### src/rtl/cnt_pkg.sv
// Shared types and defaults for the counter datapath.
// Holds the FSM state encoding and the default counter width.
package cnt_pkg;

    localparam int CNT_W = 32;

    typedef enum logic [1:0] {
        IDLE = 2'd0,
        RUN  = 2'd1,
        DONE = 2'd2
    } cnt_state_e;

endpackage

### src/rtl/cnt_prescaler.sv
// Prescaler: counts enabled RUN cycles 0..PRESC_DIV-1 and flags the last one.
// Latency: tick_o is combinational from the phase register and run_i; no backpressure.
// Phase is held while run_i is low and cleared by clr_i or reset.
module cnt_prescaler #(
    parameter int PRESC_DIV = 2
) (
    input  logic clk_i,
    input  logic rst_i,
    input  logic run_i,
    input  logic clr_i,
    output logic tick_o
);

    localparam int PW = (PRESC_DIV > 1) ? $clog2(PRESC_DIV) : 1;
    localparam logic [PW-1:0] LAST = PW'(PRESC_DIV - 1);
    localparam logic [PW-1:0] ONE  = PW'(1);

    logic [PW-1:0] presc_q;

    assign tick_o = run_i && (presc_q == LAST);

    always_ff @(posedge clk_i or posedge rst_i) begin
        if (rst_i) begin
            presc_q <= '0;
        end else if (clr_i) begin
            presc_q <= '0;
        end else if (run_i) begin
            presc_q <= (presc_q == LAST) ? '0 : presc_q + ONE;
        end
    end

endmodule

### src/rtl/cnt_core.sv
// Counter datapath: prescaled up-counter with terminal-count flag and event pulse.
// Latency: val/tc/evt all update on the tick edge; no backpressure, inputs sampled every cycle.
// Clear has top priority over every other event, including a coincident terminal tick.
module cnt_core
    import cnt_pkg::*;
#(
    parameter int W         = CNT_W,
    parameter int PRESC_DIV = 1,
    parameter int ONE_SHOT  = 0
) (
    input  logic         clk_i,
    input  logic         rst_i,
    input  logic         cnt_en_i,
    input  logic         cnt_clr_i,
    input  logic [W-1:0] cnt_thr_i,
    output logic [W-1:0] cnt_val_o,
    output logic         cnt_tc_o,
    output logic         cnt_evt_o
);

    localparam logic [W-1:0] ONE = W'(1);

    cnt_state_e state_q, state_d;
    logic       run;
    logic       tick;
    logic       term;

    assign run = (state_q == RUN) && cnt_en_i;

    generate
        if (PRESC_DIV == 1) begin : g_no_presc
            assign tick = run;
        end else begin : g_presc
            cnt_prescaler #(
                .PRESC_DIV (PRESC_DIV)
            ) u_presc (
                .clk_i  (clk_i),
                .rst_i  (rst_i),
                .run_i  (run),
                .clr_i  (cnt_clr_i),
                .tick_o (tick)
            );
        end
    endgenerate

    // >= rather than == so a threshold lowered below the count still terminates.
    assign term = tick && (cnt_val_o >= cnt_thr_i);

    always_comb begin
        state_d = state_q;
        if (cnt_clr_i) begin
            state_d = cnt_en_i ? RUN : IDLE;
        end else begin
            case (state_q)
                IDLE: if (cnt_en_i) state_d = RUN;
                RUN: begin
                    if (!cnt_en_i) begin
                        state_d = IDLE;
                    end else if (term && (ONE_SHOT != 0)) begin
                        state_d = DONE;
                    end
                end
                DONE:    state_d = DONE;
                default: state_d = IDLE;
            endcase
        end
    end

    always_ff @(posedge clk_i or posedge rst_i) begin
        if (rst_i) begin
            state_q   <= IDLE;
            cnt_val_o <= '0;
            cnt_tc_o  <= 1'b0;
            cnt_evt_o <= 1'b0;
        end else begin
            state_q   <= state_d;
            cnt_evt_o <= 1'b0;
            if (cnt_clr_i) begin
                cnt_val_o <= '0;
                cnt_tc_o  <= 1'b0;
            end else if (tick) begin
                if (term) begin
                    cnt_tc_o  <= 1'b1;
                    cnt_evt_o <= 1'b1;
                    if (ONE_SHOT == 0) begin
                        cnt_val_o <= '0;
                    end
                end else begin
                    cnt_val_o <= cnt_val_o + ONE;
                end
            end
        end
    end

endmodule
### config.mk
export PLATFORM = sky130hd
export DESIGN_NAME = cnt_core
export DESIGN_NICKNAME = d
export VERILOG_FILES = /design/src/rtl/cnt_pkg.sv /design/src/rtl/cnt_prescaler.sv /design/src/rtl/cnt_core.sv
export SDC_FILE = /design/constraint.sdc
export NUM_CORES = 1
export LEC_CHECK = 0
export CAP_MARGIN = 30
export CORE_UTILIZATION = 45
export DETAILED_ROUTE_END_ITERATION = 8
export PLACE_DENSITY = 0.74
export SLEW_MARGIN = 25
export SYNTH_ARGS = -nofsm -noshare
export SYNTH_HDL_FRONTEND = slang
export SYNTH_HIERARCHICAL = 1
export SYNTH_SLANG_ARGS = --single-unit
export TNS_END_PERCENT = 50
### constraint.sdc
create_clock -name clk_i -period 6.7 [get_ports clk_i]
set_input_delay 1.005 -clock clk_i [delete_from_list [all_inputs] [get_ports clk_i]]
set_output_delay 1.005 -clock clk_i [all_outputs]
set_load 0.005 [all_outputs]
==> results of run 1 <==
power breakdown:
group          internal (uW)  total, uW  switching (uW)
Sequential               218        219            1.27
Clock                   91.5        162            70.7
Combinational           31.1       54.9            23.8
registers in the layout (all words and copies together), names as in the netlist:
register,cells
cnt_tc_o,1
cnt_val_o,32
cnt_evt_o,1
state_q,2
critical path, stage by stage:
cell,delay [ps]
clkdlybuf4s50_1,460
inv_1,50
ha_1,290
and4_1,250
nand2_1,70
or4_4,490
a31oi_4,290
a211oi_4,160
buf_8,190
and2_2,190
through the flow:
| step | std cells | total power, uW | hold slack [ps] |
|---|---|---|---|
| floorplan | 286 | 251 | 416 |
| global placement | 424 | 277 | 435 |
| detailed placement | 424 | 278 | 448 |
| CTS | 431 | 441 | 458 |
| global route | 432 | 457 | 491 |
| finish | 432 | 437 | 460 |
how the worst min path moves through the flow:
stage	end	slack (ps)	depth (start not counted)
2_1_floorplan	state_q[1]	420	1
3_3_place_gp	state_q[1]	440	1
3_5_place_dp	state_q[1]	450	1
4_1_cts	state_q[1]	460	1
5_1_grt	state_q[1]	490	1
6_report	state_q[1]	460	1
layer usage:
| layer | part of all wire, % | wire length (microns) | vias up |
|---|---|---|---|
| met5 | 0 | 0 | - |
| met2 | 50 | 2970 | 60 |
| li1 | - | - | 1117 |
| met4 | 1.7 | 98 | 0 |
| met1 | 43 | 2560 | 1072 |
| met3 | 4.7 | 276 | 10 |
cell families (layout without fill, tap and decap cells):
| family | after synthesis | after routing |
|---|---|---|
| AND/OR/NAND/NOR | 114 | 114 |
| buffers and inverters | 39 | 113 |
| flip-flops | 36 | 36 |
| AO/OA/AOI/OAI | 35 | 35 |
| adder cells (fa/ha/maj) | 33 | 33 |
| XOR/XNOR | 28 | 28 |
| multiplexers | 1 | 1 |
synthesized netlist by cell type (3+ instances only):
cell type	instances
dfrtp_1	36
inv_1	35
ha_1	33
nand2_1	27
xnor2_1	26
a21oi_1	20
and2_4	20
nand3_1	15
and2_2	8
nand4_1	8
nor2_1	8
o21ai_0	8
and4_1	6
and3_1	3
final cells by class:
class | count | area (sq um) | share of cell area [%]
clock buffer | 7 | 96.3 | 2.68
inverter | 35 | 131 | 3.66
multi-input combinational | 211 | 1660 | 46.2
sequential | 36 | 901 | 25.1
tap | 72 | 90.1 | 2.51
timing repair buffer | 71 | 713 | 19.9
==> results.ini, run 1 <==
[grt]
gr-usage-met1_pct = 24.9
grt_pass1_vias = 2362
use_met3_pct = 3.54
grt_use_met2_pct = 37.9
grt_pass1_wl_mm = 10.4
antenna_found_initial = 0
track_usage_pct = 21.0
overflow = 0
grt_max_degree = 37
busiest_layer = met2

[sta]
fin_setup_tns_ps = 0
setup_ws_ps = 3420
setup_viol = 0
fin_crit_sh_pct = 49.0
hold_viol_final = 0
worst_slew_pin_slew_ps = 608
fmax_mhz = 305
slew_viol_final = 0
min_period_ps = 3280
slew_headroom_pct = 59.0
skew_ps = 5.25
rsz0062_at_grt = no

[logic_synthesis]
netlist_top_cells_area = dfrtp_1 (33%), ha_1 (15%), xnor2_1 (8.4%)
synth_top_flop_cell = dfrtp_1
synthAdderAreaFrac_pct = 15.2
synth-simple-area-share_pct = 27.5
ys_seq_area_share_pct = 33.1
syn-cell-area_sq_um = 2730
yosysWarnings = 6
syn_inst = 286
synth_edf_count = 0
avgSynthCellArea_sq_um = 9.53
synth_compound_area_share_pct = 8.86
yosys.area.top_type_share_pct = 33.1
yosysTopAreaCell = dfrtp_1
async_reset_ff_share_pct = 100
synth_top_family_by_area = simple AND/OR/NAND/NOR gates
muxShareOfSynthArea_pct = 0.413
synthXorXnorAreaFrac_pct = 9.00
ys_ff_latch = 36
synthesis.nets = 355
synth.distinct_cells = 39

[routing]
routedWlPerCell_microns = 13.7
ant_nets = 0
drc = 0
drtPass1Iterations = 4
num_vias = 2259
drtIter0Drc = 80
routed_wl_mm = 5.90
vias_per_cell = 5.23

[place]
place_ws_ps = 2840
hpwl_mm = 4.63
gp_congestion = 0.787
port_buffers = 69
dpl_cell_area_sq_um = 3480

[worst_hold_path]
hp-start = state_q[0]
hold_class = reg2reg

[worst_setup_path]
r2r-end = cnt_val_o[5]
required_ps = 6870
crit_type = in2reg
r2r_setup_slack_ps = 4150
arrival_ps = 3460
crit-reg2reg-launch = cnt_val_o[13]
worstRegToRegCells = 8
crit_path_start_kind = input port
cp-end-kind = flip-flop
critPathLaunch = cnt_thr_i[13]
crit_end = cnt_val_o[5]
cp_max_fo = 19

[final_layout]
nets = 429
final_core_util_pct = 63.3
final.fill_count = 487
diodes = 0
final_area_sq_um = 3590
syn_to_final_growth_pct = 31.8
layout-drive-gt1-share_pct = 13.9
final_common_cell = clkdlybuf4s50_1
layout_common_cells = clkdlybuf4s50_1 (69), dfrtp_1 (36), inv_1 (35)

[clocking]
cts_resized = 0
cts_root_buf = clkbuf_8
cts_tree = yes
insertion_delay_ps = 280
post-cts-setup-buffer-count = 0
numCtsBuffers = 5
htreeDepth = 2
clkSinkCount = 36
clk_pin_slew_ps = 70
cts_buffer_depth = 2
hold_buffers = 0

[outcome]
status = finished, final reports clean

[pwr]
power_density_nw_per_um2 = 122
leakage_uw = 0.00170
ir_drop_v = 0.0000888

[floorplan]
die_x_microns = 79.8
rows = 27
initial_utilization_pct = 48.0
core-area_sq_um = 5680
dieArea_sq_um = 6370
die_y_microns = 79.8
ios = 70

[job]
cap_violations = 0

(Power assumes the default switching activity.)
==> run 2, diff against run 1 <==
--- a/config.mk
+++ b/config.mk
@@ -8,7 +8,7 @@
 export CAP_MARGIN = 30
 export CORE_UTILIZATION = 45
 export DETAILED_ROUTE_END_ITERATION = 8
-export PLACE_DENSITY = 0.74
+export PLACE_DENSITY = 0.77
 export SLEW_MARGIN = 25
 export SYNTH_ARGS = -nofsm -noshare
 export SYNTH_HDL_FRONTEND = slang
==> constraint.sdc (replaced) <==
create_clock -name clk_i -period 2.95 [get_ports clk_i]
set_input_delay 0.4425 -clock clk_i [delete_from_list [all_inputs] [get_ports clk_i]]
set_output_delay 0.4425 -clock clk_i [all_outputs]
set_load 0.005 [all_outputs]
==> run 2 against run 1 <==
  * Final cell count grew 2.3%
  * Register-to-register slack got worse by 3800 ps
  * Flip-flop and latch count is the same
  * Clock-buffer cell count is 1 lower
  * Largest cell class unchanged
  * Sequential share of layout area fell by 0.41 points
  * Clock skew increased by 1.3 ps
  * Design area increased by 1.7%
  * Non-clock buffer count is 9 higher
  * First-iteration DRC count grew 45%
  * Clock power grew 120%
  * Core utilization increased by 1.1 points
  * Critical path type unchanged
==> results.ini, run 2 (same netlist as run 1, synthesis figures left out) <==
[pwr]
ir_drop_v = 0.000155  ; was 0.0000888 V
power_density_nw_per_um2 = 271  ; was 122 nW/um^2
leakage_uw = 0.00174  ; was 0.00170 uW

[grt]
track_usage_pct = 20.5  ; was 21.0%
grt_max_degree = 37  ; unchanged
grt_pass1_vias = 2212  ; was 2,362
overflow = 0  ; unchanged
grt_pass1_wl_mm = 10.1  ; was 10.4 mm
antenna_found_initial = 0  ; unchanged

[worst_setup_path]
cp-end-kind = flip-flop  ; unchanged
arrival_ps = 2920  ; was 3460 ps
r2r-end = cnt_val_o[29]  ; was cnt_val_o[5]
crit_path_start_kind = input port  ; unchanged
crit_end = cnt_val_o[29]  ; was cnt_val_o[5]
critPathLaunch = cnt_thr_i[0]  ; was cnt_thr_i[13]
crit_type = in2reg  ; unchanged
r2r_setup_slack_ps = 330  ; was 4150 ps
required_ps = 3180  ; was 6870 ps
crit-reg2reg-launch = cnt_val_o[0]  ; was cnt_val_o[13]
worstRegToRegCells = 9  ; was 8
cp_max_fo = 16  ; was 19

[sta]
slew_headroom_pct = 57.2  ; was 59.0%
rsz0062_at_grt = no  ; unchanged
hold_slack_ps = 456  ; was 460 ps
fin_setup_tns_ps = 0  ; unchanged
setup_viol = 0  ; unchanged
fmax_mhz = 371
fin_crit_sh_pct = 91.4
worst_slew_pin_slew_ps = 636  ; was 608 ps
setup_ws_ps = 255  ; was 3420 ps
min_period_ps = 2690
slew_viol_final = 0  ; unchanged
skew_ps = 6.58  ; was 5.25 ps
hold_viol_final = 0  ; unchanged

[clocking]
htreeDepth = 2  ; unchanged
cts_buffer_depth = 2  ; unchanged
cts_root_buf = clkbuf_8  ; unchanged
hold_buffers = 0  ; unchanged
cts_tree = yes  ; unchanged
clkSinkCount = 36  ; unchanged
numCtsBuffers = 5  ; unchanged
post-cts-setup-buffer-count = 0  ; unchanged
clk_pin_slew_ps = 70  ; about the same
insertion_delay_ps = 290  ; was 280 ps

[floorplan]
rows = 27  ; unchanged
dieArea_sq_um = 6370  ; unchanged
ios = 70  ; unchanged
core-area_sq_um = 5680  ; unchanged
die_y_microns = 79.8  ; unchanged
initial_utilization_pct = 48.0  ; unchanged
die_x_microns = 79.8  ; unchanged

[routing]
drtPass1Iterations = 4  ; unchanged
ant_nets = 0  ; unchanged
routed_wl_mm = 6.04  ; was 5.90 mm
drtIter0Drc = 116  ; was 80
vias_per_cell = 5.15  ; was 5.23
drc = 0  ; unchanged
num_vias = 2278  ; was 2,259
routedWlPerCell_microns = 13.7  ; about the same

[worst_hold_path]
hold_class = reg2reg  ; unchanged
hp-start = state_q[0]  ; unchanged

[final_layout]
diodes = 0  ; unchanged
layout-drive-gt1-share_pct = 16.2  ; was 13.9%
final_common_cell = clkdlybuf4s50_1  ; unchanged
syn_to_final_growth_pct = 34.0  ; was 31.8%
top_register = cnt_val_o  ; unchanged
largest_register_ffs = 32  ; unchanged
layout_common_cells = clkdlybuf4s50_1 (69), dfrtp_1 (36), inv_1 (35)  ; unchanged
final_cells = 442  ; was 432
final.fill_count = 480  ; was 487
top_regs = cnt_val_o (32), state_q (2)  ; unchanged
nets = 438  ; was 429

[place]
place_ws_ps = -321  ; was 2840 ps
hpwl_mm = 4.76  ; was 4.63 mm
dp.cells = 433  ; was 424
port_buffers = 69  ; unchanged
gp_congestion = 0.756  ; was 0.787

[job]
cap_violations = 0  ; unchanged

[outcome]
status = finished, final reports clean  ; unchanged

-- run 2: power breakdown --
group | leakage [uW] | switching [uW] | internal (uW) | total [uW]
Clock | 0.0000510 | 175 | 186 | 362
Sequential | 0.000500 | 2.86 | 495 | 498
Combinational | 0.00119 | 56.2 | 74.6 | 131
Total | 0.00174 | 235 | 756 | 991
-- run 2: per-stage QoR --
step,cell area (sq um),utilization (%),power (uW)
2_1_floorplan,2730,-,570
3_3_place_gp,3550,62.5,634
3_5_place_dp,3550,62.5,637
4_1_cts,3640,64.2,995
5_1_grt,3650,64.4,1040
6_report,3650,64.4,991
-- run 2: repair_timing --
item | CTS | global route
resized for setup | 0 | 0
hold endpoints to repair | 0 | 0
setup endpoints to repair | 20 | 0
-- run 2: cell type report --
class	count	area [sq um]	share of cell area, %
timing repair buffer	80	777	21.3
inverter	35	131	3.60
tap	72	90.1	2.47
clock inverter	2	10.0	0.274
multi-input combinational	211	1660	45.5
sequential	36	901	24.7
clock buffer	6	82.6	2.26
-- run 2: worst min path at each step --
stage                       to  slack [ps]  depth (start not counted)
floorplan           state_q[1]         420                          1
global placement    state_q[1]         430                          1
detailed placement  state_q[1]         440                          1
CTS                 state_q[1]         450                          1
global route        state_q[1]         480                          1
finish              state_q[1]         460                          1
-- run 2: worst max-delay path: stages --
cell,delay (ps)
clkdlybuf4s50_1,410
ha_1,290
nand2b_4,140
a2111oi_4,350
or4_4,200
a31oi_4,110
a211oi_4,570
buf_6,240
and2_2,150
-- run 2: routing by layer --
layer / vias up / global-route usage (%) / part of all wire (%)
li1: 1136 / - / -
met3: 8 / 4.00 / 4.7
met1: 1068 / 25.5 / 46
met5: - / 0 / 0
met4: 0 / 5.54 / 1.3
met2: 66 / 36.0 / 48
==> run 3, diff against run 2 <==
--- a/config.mk
+++ b/config.mk
@@ -7,6 +7,7 @@
 export LEC_CHECK = 0
 export CAP_MARGIN = 30
 export CORE_UTILIZATION = 45
+export CTS_CLUSTER_SIZE = 16
 export DETAILED_ROUTE_END_ITERATION = 8
 export PLACE_DENSITY = 0.77
 export SLEW_MARGIN = 25
==> results of run 3 <==
The final DEF is identical to that of run 2; final timing and power are the same.
